[config.mk]
export PLATFORM = sky130hd
export DESIGN_NAME = al4s3b_wb_initiator_flat
export DESIGN_NICKNAME = d
export VERILOG_FILES = /design/src/rtl/al4s3b_wb_initiator_if.sv /design/src/rtl/al4s3b_wb_initiator.sv /design/src/flat_wrapper.sv
export SDC_FILE = /design/constraint.sdc
export NUM_CORES = 1
export LEC_CHECK = 0
export CORE_MARGIN = 2
export CORE_UTILIZATION = 41
export CTS_CLUSTER_DIAMETER = 150
export DETAILED_ROUTE_END_ITERATION = 8
export HOLD_SLACK_MARGIN = 0.03
export PLACE_DENSITY = 0.8
export SLEW_MARGIN = 20
export SYNTH_ARGS = -nofsm -noshare
export SYNTH_HDL_FRONTEND = slang
export SYNTH_SLANG_ARGS = --single-unit
[constraint.sdc]
create_clock -name WB_CLK -period 1.9 [get_ports WB_CLK]
set_input_delay 0.57 -clock WB_CLK [delete_from_list [all_inputs] [get_ports WB_CLK]]
set_output_delay 0.57 -clock WB_CLK [all_outputs]
set_load 0.02 [all_outputs]
[src/rtl/al4s3b_wb_initiator_if.sv]
// rtl/al4s3b_wb_initiator_if.sv - command, response and Wishbone master signal bundle
interface al4s3b_wb_initiator_if #(
  parameter int ADDRWIDTH = 17,
  parameter int DATAWIDTH = 32
);
  logic                 CMD_VALID_i;
  logic                 CMD_READY_o;
  logic [ADDRWIDTH-1:0] CMD_ADR_i;
  logic                 CMD_WE_i;
  logic [3:0]           CMD_BYTE_STB_i;
  logic [DATAWIDTH-1:0] CMD_WR_DAT_i;
  logic                 RSP_VALID_o;
  logic                 RSP_READY_i;
  logic [DATAWIDTH-1:0] RSP_RD_DAT_o;
  logic                 RSP_ERR_o;
  logic [ADDRWIDTH-1:0] WBm_ADR_o;
  logic                 WBm_CYC_o;
  logic                 WBm_STB_o;
  logic                 WBm_WE_o;
  logic                 WBm_RD_o;
  logic [3:0]           WBm_BYTE_STB_o;
  logic [DATAWIDTH-1:0] WBm_WR_DAT_o;
  logic [DATAWIDTH-1:0] WBm_RD_DAT_i;
  logic                 WBm_ACK_i;

  modport master (
    input  CMD_VALID_i, CMD_ADR_i, CMD_WE_i, CMD_BYTE_STB_i, CMD_WR_DAT_i,
    input  RSP_READY_i, WBm_RD_DAT_i, WBm_ACK_i,
    output CMD_READY_o, RSP_VALID_o, RSP_RD_DAT_o, RSP_ERR_o,
    output WBm_ADR_o, WBm_CYC_o, WBm_STB_o, WBm_WE_o, WBm_RD_o,
    output WBm_BYTE_STB_o, WBm_WR_DAT_o
  );

  modport slave (
    output CMD_VALID_i, CMD_ADR_i, CMD_WE_i, CMD_BYTE_STB_i, CMD_WR_DAT_i,
    output RSP_READY_i, WBm_RD_DAT_i, WBm_ACK_i,
    input  CMD_READY_o, RSP_VALID_o, RSP_RD_DAT_o, RSP_ERR_o,
    input  WBm_ADR_o, WBm_CYC_o, WBm_STB_o, WBm_WE_o, WBm_RD_o,
    input  WBm_BYTE_STB_o, WBm_WR_DAT_o
  );
endinterface

[src/rtl/al4s3b_wb_initiator.sv]
// rtl/al4s3b_wb_initiator.sv - single-outstanding Wishbone classic initiator with ACK timeout
module al4s3b_wb_initiator #(
  parameter int                      ADDRWIDTH          = 17,
  parameter int                      DATAWIDTH          = 32,
  parameter int                      TO_CNT_WIDTH       = 8,
  parameter logic [TO_CNT_WIDTH-1:0] ACK_TIMEOUT        = 8'd200,
  parameter logic [DATAWIDTH-1:0]    TIMEOUT_READ_VALUE = 32'hBAD_FAB_AC
) (
  input  logic                   WB_CLK,
  input  logic                   WB_RST_n,
  al4s3b_wb_initiator_if.master  bus
);

  typedef enum logic [1:0] {IDLE, BUS, RESP} state_t;

  state_t                  state_q, state_d;
  logic [TO_CNT_WIDTH-1:0] cnt_q, cnt_d;
  logic [ADDRWIDTH-1:0]    adr_d;
  logic                    we_d;
  logic [3:0]              bs_d;
  logic [DATAWIDTH-1:0]    wdat_d;
  logic [DATAWIDTH-1:0]    rdat_d;
  logic                    err_d;

  always_comb begin
    state_d = state_q;
    cnt_d   = cnt_q;
    adr_d   = bus.WBm_ADR_o;
    we_d    = bus.WBm_WE_o;
    bs_d    = bus.WBm_BYTE_STB_o;
    wdat_d  = bus.WBm_WR_DAT_o;
    rdat_d  = bus.RSP_RD_DAT_o;
    err_d   = bus.RSP_ERR_o;
    case (state_q)
      IDLE: begin
        // CMD_READY_o is low in the first cycle after reset, so gate on it
        if (bus.CMD_VALID_i && bus.CMD_READY_o) begin
          adr_d   = bus.CMD_ADR_i;
          we_d    = bus.CMD_WE_i;
          bs_d    = bus.CMD_BYTE_STB_i;
          wdat_d  = bus.CMD_WR_DAT_i;
          cnt_d   = '0;
          state_d = BUS;
        end
      end
      BUS: begin
        if (bus.WBm_ACK_i) begin
          rdat_d  = bus.WBm_WE_o ? '0 : bus.WBm_RD_DAT_i;
          err_d   = 1'b0;
          state_d = RESP;
        end else if (cnt_q == ACK_TIMEOUT - TO_CNT_WIDTH'(1)) begin
          rdat_d  = TIMEOUT_READ_VALUE;
          err_d   = 1'b1;
          state_d = RESP;
        end else begin
          cnt_d = cnt_q + TO_CNT_WIDTH'(1);
        end
      end
      RESP: begin
        if (bus.RSP_READY_i) state_d = IDLE;
      end
      default: state_d = IDLE;
    endcase
  end

  // Every output is derived from the next state so all of them come straight from flops
  always_ff @(posedge WB_CLK) begin
    if (!WB_RST_n) begin
      state_q            <= IDLE;
      cnt_q              <= '0;
      bus.CMD_READY_o    <= 1'b0;
      bus.RSP_VALID_o    <= 1'b0;
      bus.RSP_RD_DAT_o   <= '0;
      bus.RSP_ERR_o      <= 1'b0;
      bus.WBm_ADR_o      <= '0;
      bus.WBm_CYC_o      <= 1'b0;
      bus.WBm_STB_o      <= 1'b0;
      bus.WBm_WE_o       <= 1'b0;
      bus.WBm_RD_o       <= 1'b0;
      bus.WBm_BYTE_STB_o <= '0;
      bus.WBm_WR_DAT_o   <= '0;
    end else begin
      state_q            <= state_d;
      cnt_q              <= cnt_d;
      bus.CMD_READY_o    <= (state_d == IDLE);
      bus.RSP_VALID_o    <= (state_d == RESP);
      bus.RSP_RD_DAT_o   <= rdat_d;
      bus.RSP_ERR_o      <= err_d;
      bus.WBm_ADR_o      <= adr_d;
      bus.WBm_CYC_o      <= (state_d == BUS);
      bus.WBm_STB_o      <= (state_d == BUS);
      bus.WBm_WE_o       <= we_d;
      bus.WBm_RD_o       <= (state_d == BUS) && !we_d;
      bus.WBm_BYTE_STB_o <= bs_d;
      bus.WBm_WR_DAT_o   <= wdat_d;
    end
  end

endmodule

[src/flat_wrapper.sv]
// flat-port wrapper written by rule: the top's interface ports become plain ports
module al4s3b_wb_initiator_flat 
#(
  parameter int                      ADDRWIDTH          = 17,
  parameter int                      DATAWIDTH          = 32,
  parameter int                      TO_CNT_WIDTH       = 8,
  parameter logic [TO_CNT_WIDTH-1:0] ACK_TIMEOUT        = 8'd200,
  parameter logic [DATAWIDTH-1:0]    TIMEOUT_READ_VALUE = 32'hBAD_FAB_AC
)
  (WB_CLK, WB_RST_n, bus_CMD_VALID_i, bus_CMD_ADR_i, bus_CMD_WE_i, bus_CMD_BYTE_STB_i, bus_CMD_WR_DAT_i, bus_RSP_READY_i, bus_WBm_RD_DAT_i, bus_WBm_ACK_i, bus_CMD_READY_o, bus_RSP_VALID_o, bus_RSP_RD_DAT_o, bus_RSP_ERR_o, bus_WBm_ADR_o, bus_WBm_CYC_o, bus_WBm_STB_o, bus_WBm_WE_o, bus_WBm_RD_o, bus_WBm_BYTE_STB_o, bus_WBm_WR_DAT_o);
  al4s3b_wb_initiator_if #(.ADDRWIDTH(ADDRWIDTH), .DATAWIDTH(DATAWIDTH)) bus_i ();
  input  logic WB_CLK;
  input  logic WB_RST_n;
  input wire logic [$bits(bus_i.CMD_VALID_i)-1:0] bus_CMD_VALID_i;
  input wire logic [$bits(bus_i.CMD_ADR_i)-1:0] bus_CMD_ADR_i;
  input wire logic [$bits(bus_i.CMD_WE_i)-1:0] bus_CMD_WE_i;
  input wire logic [$bits(bus_i.CMD_BYTE_STB_i)-1:0] bus_CMD_BYTE_STB_i;
  input wire logic [$bits(bus_i.CMD_WR_DAT_i)-1:0] bus_CMD_WR_DAT_i;
  input wire logic [$bits(bus_i.RSP_READY_i)-1:0] bus_RSP_READY_i;
  input wire logic [$bits(bus_i.WBm_RD_DAT_i)-1:0] bus_WBm_RD_DAT_i;
  input wire logic [$bits(bus_i.WBm_ACK_i)-1:0] bus_WBm_ACK_i;
  output wire logic [$bits(bus_i.CMD_READY_o)-1:0] bus_CMD_READY_o;
  output wire logic [$bits(bus_i.RSP_VALID_o)-1:0] bus_RSP_VALID_o;
  output wire logic [$bits(bus_i.RSP_RD_DAT_o)-1:0] bus_RSP_RD_DAT_o;
  output wire logic [$bits(bus_i.RSP_ERR_o)-1:0] bus_RSP_ERR_o;
  output wire logic [$bits(bus_i.WBm_ADR_o)-1:0] bus_WBm_ADR_o;
  output wire logic [$bits(bus_i.WBm_CYC_o)-1:0] bus_WBm_CYC_o;
  output wire logic [$bits(bus_i.WBm_STB_o)-1:0] bus_WBm_STB_o;
  output wire logic [$bits(bus_i.WBm_WE_o)-1:0] bus_WBm_WE_o;
  output wire logic [$bits(bus_i.WBm_RD_o)-1:0] bus_WBm_RD_o;
  output wire logic [$bits(bus_i.WBm_BYTE_STB_o)-1:0] bus_WBm_BYTE_STB_o;
  output wire logic [$bits(bus_i.WBm_WR_DAT_o)-1:0] bus_WBm_WR_DAT_o;
  assign bus_i.CMD_VALID_i = bus_CMD_VALID_i;
  assign bus_i.CMD_ADR_i = bus_CMD_ADR_i;
  assign bus_i.CMD_WE_i = bus_CMD_WE_i;
  assign bus_i.CMD_BYTE_STB_i = bus_CMD_BYTE_STB_i;
  assign bus_i.CMD_WR_DAT_i = bus_CMD_WR_DAT_i;
  assign bus_i.RSP_READY_i = bus_RSP_READY_i;
  assign bus_i.WBm_RD_DAT_i = bus_WBm_RD_DAT_i;
  assign bus_i.WBm_ACK_i = bus_WBm_ACK_i;
  assign bus_CMD_READY_o = bus_i.CMD_READY_o;
  assign bus_RSP_VALID_o = bus_i.RSP_VALID_o;
  assign bus_RSP_RD_DAT_o = bus_i.RSP_RD_DAT_o;
  assign bus_RSP_ERR_o = bus_i.RSP_ERR_o;
  assign bus_WBm_ADR_o = bus_i.WBm_ADR_o;
  assign bus_WBm_CYC_o = bus_i.WBm_CYC_o;
  assign bus_WBm_STB_o = bus_i.WBm_STB_o;
  assign bus_WBm_WE_o = bus_i.WBm_WE_o;
  assign bus_WBm_RD_o = bus_i.WBm_RD_o;
  assign bus_WBm_BYTE_STB_o = bus_i.WBm_BYTE_STB_o;
  assign bus_WBm_WR_DAT_o = bus_i.WBm_WR_DAT_o;
  al4s3b_wb_initiator #(.ADDRWIDTH(ADDRWIDTH), .DATAWIDTH(DATAWIDTH), .TO_CNT_WIDTH(TO_CNT_WIDTH), .ACK_TIMEOUT(ACK_TIMEOUT), .TIMEOUT_READ_VALUE(TIMEOUT_READ_VALUE)) u_core (.WB_CLK(WB_CLK), .WB_RST_n(WB_RST_n), .bus(bus_i));
endmodule
* After elaboration in Yosys (flattened, before gate mapping)
Cells that the tools add are included.
** Word-level totals
- Flip-flop bits (word level) :: 101
- Bits of input ports :: 91
- Output and inout bits :: 92
- Word-level logic and storage cells :: 47
** Cells by class
- Add/subtract/negate cells :: 1
- Eq/ne operators :: 8
- Muxes and demuxes :: 16
- Reduce and logical (&&, ||, !) cells :: 10
** Operators with widths (count)
- two-way mux 32 bit :: 3
- two-way mux 8 bit :: 3
- one-hot mux 8 bit (2 select lines) :: 1
- adder 8 x 1 -> 8 bit, second input constant :: 1
- == test 8 bit, second input constant :: 1
- two-way mux 2 bit :: 4
- one-hot mux 2 bit (3 select lines) :: 1
- == test 2 x 1 -> 1 bit, second input constant :: 2
- == test 2 bit, second input constant :: 2
- zero test 2 bit :: 2
- two-way mux 1 bit :: 4
- inequality test 2 bit, second input constant :: 2
- AND reduction 2 bit :: 2
- AND reduction 4 bit :: 1
- nonzero test 2 bit :: 2
- logical AND 1 bit :: 2
- inequality test 2 x 1 -> 1 bit, second input constant :: 1
- zero test 1 bit :: 1

* Logic depth before layout (Yosys ltp)
Gate-level depths: netlist (run 1).
- Depth in word-level cells :: 6
- Gate-level depth with buffers :: 6
- Depth with buffers taken out :: 5

* Worst setup path before layout (run 1)
OpenSTA, ideal clock, no wires.
- Path type :: reg2reg
- Start point :: register u_core.cnt_q[0]
- End point :: register u_core.bus.RSP_RD_DAT_o[10]
- Library setup time :: 0.117 ns
- Arrival :: 1.513 ns
- Required time :: 1.783 ns
- Slack :: 0.270 ns
- Stages on the path, launching flop included :: 7
- Path buffers :: 1
- Clock period less this slack :: 1.630 ns
- Path through :: dfxtp_1 -> ha_1 -> nand4_1 -> nor3_4 -> nor2_2 -> buf_6 -> a22o_1
** On the way
- Cells in the longest elaborated chain, start to end :: 3
** RTL lines
- start, declared :: line al4s3b_wb_initiator.sv:17 : logic [TO_CNT_WIDTH-1:0] cnt_q, cnt_d;
- start signal, assigned :: line al4s3b_wb_initiator.sv:84 : cnt_q <= cnt_d;
- == test 8 bit :: line al4s3b_wb_initiator.sv:51 : end else if (cnt_q == ACK_TIMEOUT - TO_CNT_WIDTH'(1)) begin
- nonzero test 2 bit (no line)
- AND reduction 2 bit (no line)
- end signal, assigned :: line al4s3b_wb_initiator.sv:87 : bus.RSP_RD_DAT_o <= rdat_d;
- end, declared :: line al4s3b_wb_initiator_if.sv:29 : output CMD_READY_o, RSP_VALID_o, RSP_RD_DAT_o, RSP_ERR_o,
No other way between the ends.
A chain may end at the register's enable or synchronous reset.

* Worst setup path after layout (run 1)
- Start point :: register u_core.bus.RSP_RD_DAT_o[9]
- End point :: output port bus_RSP_RD_DAT_o[9]
** RTL lines
- end, declared :: line flat_wrapper.sv:24 : output wire logic [$bits(bus_i.RSP_RD_DAT_o)-1:0] bus_RSP_RD_DAT_o;
No word-level cell between the ends.

==> results.cfg, run 1 <==
[outcome]
status = finished clean

[min_path]
holdCritStartpoint = u_core.bus.WBm_WR_DAT_o[5]
holdPathStages = 2
hold_path_class = flop to flop

[detailed_routing]
drtIter0Drc = 131
first_pass_iters = 4
drtAntennaViolNets = 0
wl_per_cell_um = 15.1
vias = 3729
drc = 0
vias_per_cell = 5.05
routed_wirelength_um = 11200

[floorplanning]
start_util_pct = 42.1
coreArea_um2 = 9200
die_w_um = 101
std_cell_rows = 35
die_area_um2 = 10200
fp.dieH_um = 101
pin_count = 183

[clock_tree]
clk-insertion-delay-late_ns = 0.36
numCtsBuffers = 9
cts_tree = built
cts-root-buf = clkbuf_8
clk_pin_slew_ns = 0.09
clockBufferDepth = 2
cts.sinks = 101
htree_num_levels = 3

[global_route]
grt_use_total_pct = 21.1
grt_pass1_vias = 3740
grt_pass1_wl_um = 17300
antenna_found_initial = 0
grt_max_degree = 44
gr-total-overflow = 0

[timing]
fin_ws_ns = 0.0292
skew_ns = 0.0120
slew_headroom_pct = 51.9
max_freq_mhz = 535
period_needed_ns = 1.87
hold_viol_final = 0
fin_crit_sh_pct = 98.5
slew_viol_final = 0
rsz0062_at_grt = false
worstMarginPinSlew_ns = 0.720
setup_viol = 0

[layout]
diodes = 0
drive_above_1_share_pct = 9.39
fin_area_um2 = 6190
n_fill_cell = 748
final_nets = 715
area.growth.synth_to_final_pct = 59.7
multiInputGateArea_um2 = 1710
regArea_um2 = 2020

[setup_path]
path_cells = clkdlybuf4s50_1
cp.buffers_inverters = 1
cp_max_fo = 2
endpoint_kind = output port
max_stage_delay_ns = 0.61
worst-setup-path-type = flop to output port
cp.required_ns = 1.33
ff2ff_setup_slack_ns = 0.19
startpoint_type = flop
rr_startpoint = u_core.cnt_q[3]
path_delay_family = buffers and inverters
cp_num_cells = 1
r2r_cells = 5
crit_path_top_delay_cell = clkdlybuf4s50_1
setup.worst_path.start = u_core.bus.RSP_RD_DAT_o[9]
crit_arrival_ns = 1.30

[synth]
synth-seq-area-share_pct = 52.2
synth-warning-count = 0
synthCells = 432
synth_cell_types = 36
ys_ff_latch = 101
synth.net_count = 524
avgSynthCellArea_um2 = 8.97
netlist_area_um2 = 3870

[place]
placed_area_um2 = 5900
routabilityCongestion = 0.766
io_buffers = 182
dp_hpwl_um = 7960
dp_slack_ns = -0.235

[power_and_ir_drop]
vdd_drop_max_uv = 396
powerDensity_nw_per_um2 = 708
finalPower_mw = 4.38
p_leak_nw = 3.06

[flow_run]
drv_cap = 0
[cells in the final DEF, fill, tap and decap left out, types with 5 or more instances in the layout]
master | netlist | layout
buf_4 | 2 | 23
nor3b_1 | 19 | 18
dfxtp_1 | 101 | 101
a21boi_0 | 55 | 55
dlymetal6s2s_1 | 0 | 39
buf_12 | 0 | 5
nor2_1 | 28 | 28
nand2_1 | 117 | 117
clkbuf_8 | 0 | 10
a22o_1 | 11 | 11
a21oi_1 | 27 | 27
dlygate4sd2_1 | 0 | 46
clkdlybuf4s50_1 | 0 | 96
nor3b_2 | 4 | 5
[path summary, 6_finish.rpt]
| path | end |
|---|---|
| worst max-delay path | bus_RSP_RD_DAT_o[9] |
| worst min-delay path | u_core.bus.WBm_WR_DAT_o[5] |
| worst max register to register | u_core.cnt_q[2] |
| worst min register to register | u_core.bus.WBm_WR_DAT_o[5] |
[registers in the layout, indices dropped and copies added, names as in the netlist]
register	cells
u_core.bus.RSP_ERR_o	1
u_core.bus.WBm_ADR_o	17
u_core.bus.RSP_RD_DAT_o	32
u_core.bus.WBm_BYTE_STB_o	4
u_core.bus.WBm_WR_DAT_o	32
u_core.bus.RSP_VALID_o	1
u_core.bus.CMD_READY_o	1
u_core.bus.WBm_WE_o	1
u_core.bus.WBm_CYC_o	1
u_core.bus.WBm_RD_o	1
u_core.cnt_q	8
u_core.state_q	2
[layer usage]
metal | vias up | track usage [%] | part of all wire (%)
met5 | - | 0 | 0
met4 | 0 | 9.46 | 3.0
met3 | 26 | 6.35 | 6.4
met2 | 115 | 36.4 | 50
met1 | 1747 | 24.0 | 40
li1 | 1841 | - | -
[synth_stat cells]
cell / n / share of area [%]
nand2_1: 117 / 11
dfxtp_1: 101 / 52
a21boi_0: 55 / 11
nor2_1: 28 / 2.7
a21oi_1: 27 / 3.5
nor3b_1: 19 / 3.7
clkbuf_1: 18 / 1.7
a22o_1: 11 / 2.5
buf_2: 7 / 0.90
buf_6: 4 / 1.2
nor3b_2: 4 / 1.3
inv_1: 3 / 0.29
nor2_2: 3 / 0.48
nor4_1: 3 / 0.48
o31ai_1: 3 / 0.58
or4_1: 3 / 0.58
buf_4: 2 / 0.39
nand3_1: 2 / 0.26
nand4_1: 2 / 0.32
o21ai_0: 2 / 0.26
o2bb2ai_1: 2 / 0.45
xor2_1: 2 / 0.45
a311oi_1: 1 / 0.23
and4_1: 1 / 0.23
and4bb_4: 1 / 0.42
ha_1: 1 / 0.32
nand2b_2: 1 / 0.23
nand3b_1: 1 / 0.19
nor2b_1: 1 / 0.16
nor3_1: 1 / 0.13
nor3_4: 1 / 0.42
nor4b_1: 1 / 0.23
o2111ai_1: 1 / 0.23
o211ai_1: 1 / 0.19
o31ai_4: 1 / 0.55
or3_4: 1 / 0.29
[cell families after synthesis]
family / after synthesis / share of synthesized area, %
and+or+nand+nor: 190 / 23.4
AOI/OAI and AO/OA: 104 / 19.1
DFF: 101 / 52.2
buffers and inverters: 34 / 4.49
xor gates and xnor gates: 2 / 0.452
adders and majority gates: 1 / 0.323
[report_power, final]
group,total (mW),switching [mW],internal (mW)
Sequential,2.27,0.0524,2.22
Combinational,0.870,0.427,0.443
Clock,1.23,0.722,0.513
Total,4.38,1.20,3.18
[area by class of cell]
cell class,count,share of cell area (%)
timing repair buffer,210,34.4
sequential,101,32.7
multi-input combinational,298,27.6
clock buffer,11,2.28
tap,111,2.24
clock inverter,5,0.586
inverter,3,0.182
[what timing repair did]
action                     in CTS  in global routing
hold buffers                    0                  0
pin swaps                       2                  2
setup buffers                   0                  3
resized for setup              48                 39
cloned                          1                  0
setup endpoints to repair      68                 77
[through the flow]
step	std cells	hold slack [ns]	TNS [ns]	utilization, %
2_1_floorplan	432	0.452	0	-
3_3_place_gp	719	0.449	-1.74	64.1
3_5_place_dp	719	0.456	-4.75	64.1
4_1_cts	736	0.469	-0.00872	65.7
5_1_grt	739	0.485	0	67.3
6_report	739	0.464	0	67.3
Note: power is estimated with default switching activity, not from simulation.
==> inputs of run 2 (changes only) <==
--- a/config.mk
+++ b/config.mk
@@ -11,7 +11,6 @@
 export DETAILED_ROUTE_END_ITERATION = 8
 export HOLD_SLACK_MARGIN = 0.03
 export PLACE_DENSITY = 0.8
-export SLEW_MARGIN = 20
 export SYNTH_ARGS = -nofsm -noshare
 export SYNTH_HDL_FRONTEND = slang
 export SYNTH_SLANG_ARGS = --single-unit
==> results of run 2 <==
Same layout as run 1: the final DEF is identical, and so are final timing and power.
==> inputs of run 3 (changes only) <==
--- a/config.mk
+++ b/config.mk
@@ -9,6 +9,8 @@
 export CORE_UTILIZATION = 41
 export CTS_CLUSTER_DIAMETER = 150
 export DETAILED_ROUTE_END_ITERATION = 8
+export GPL_ROUTABILITY_DRIVEN = 0
+export GPL_TIMING_DRIVEN = 1
 export HOLD_SLACK_MARGIN = 0.03
 export PLACE_DENSITY = 0.8
 export SYNTH_ARGS = -nofsm -noshare
==> results of run 3 <==
Same layout as run 1: the final DEF is identical, and so are final timing and power.
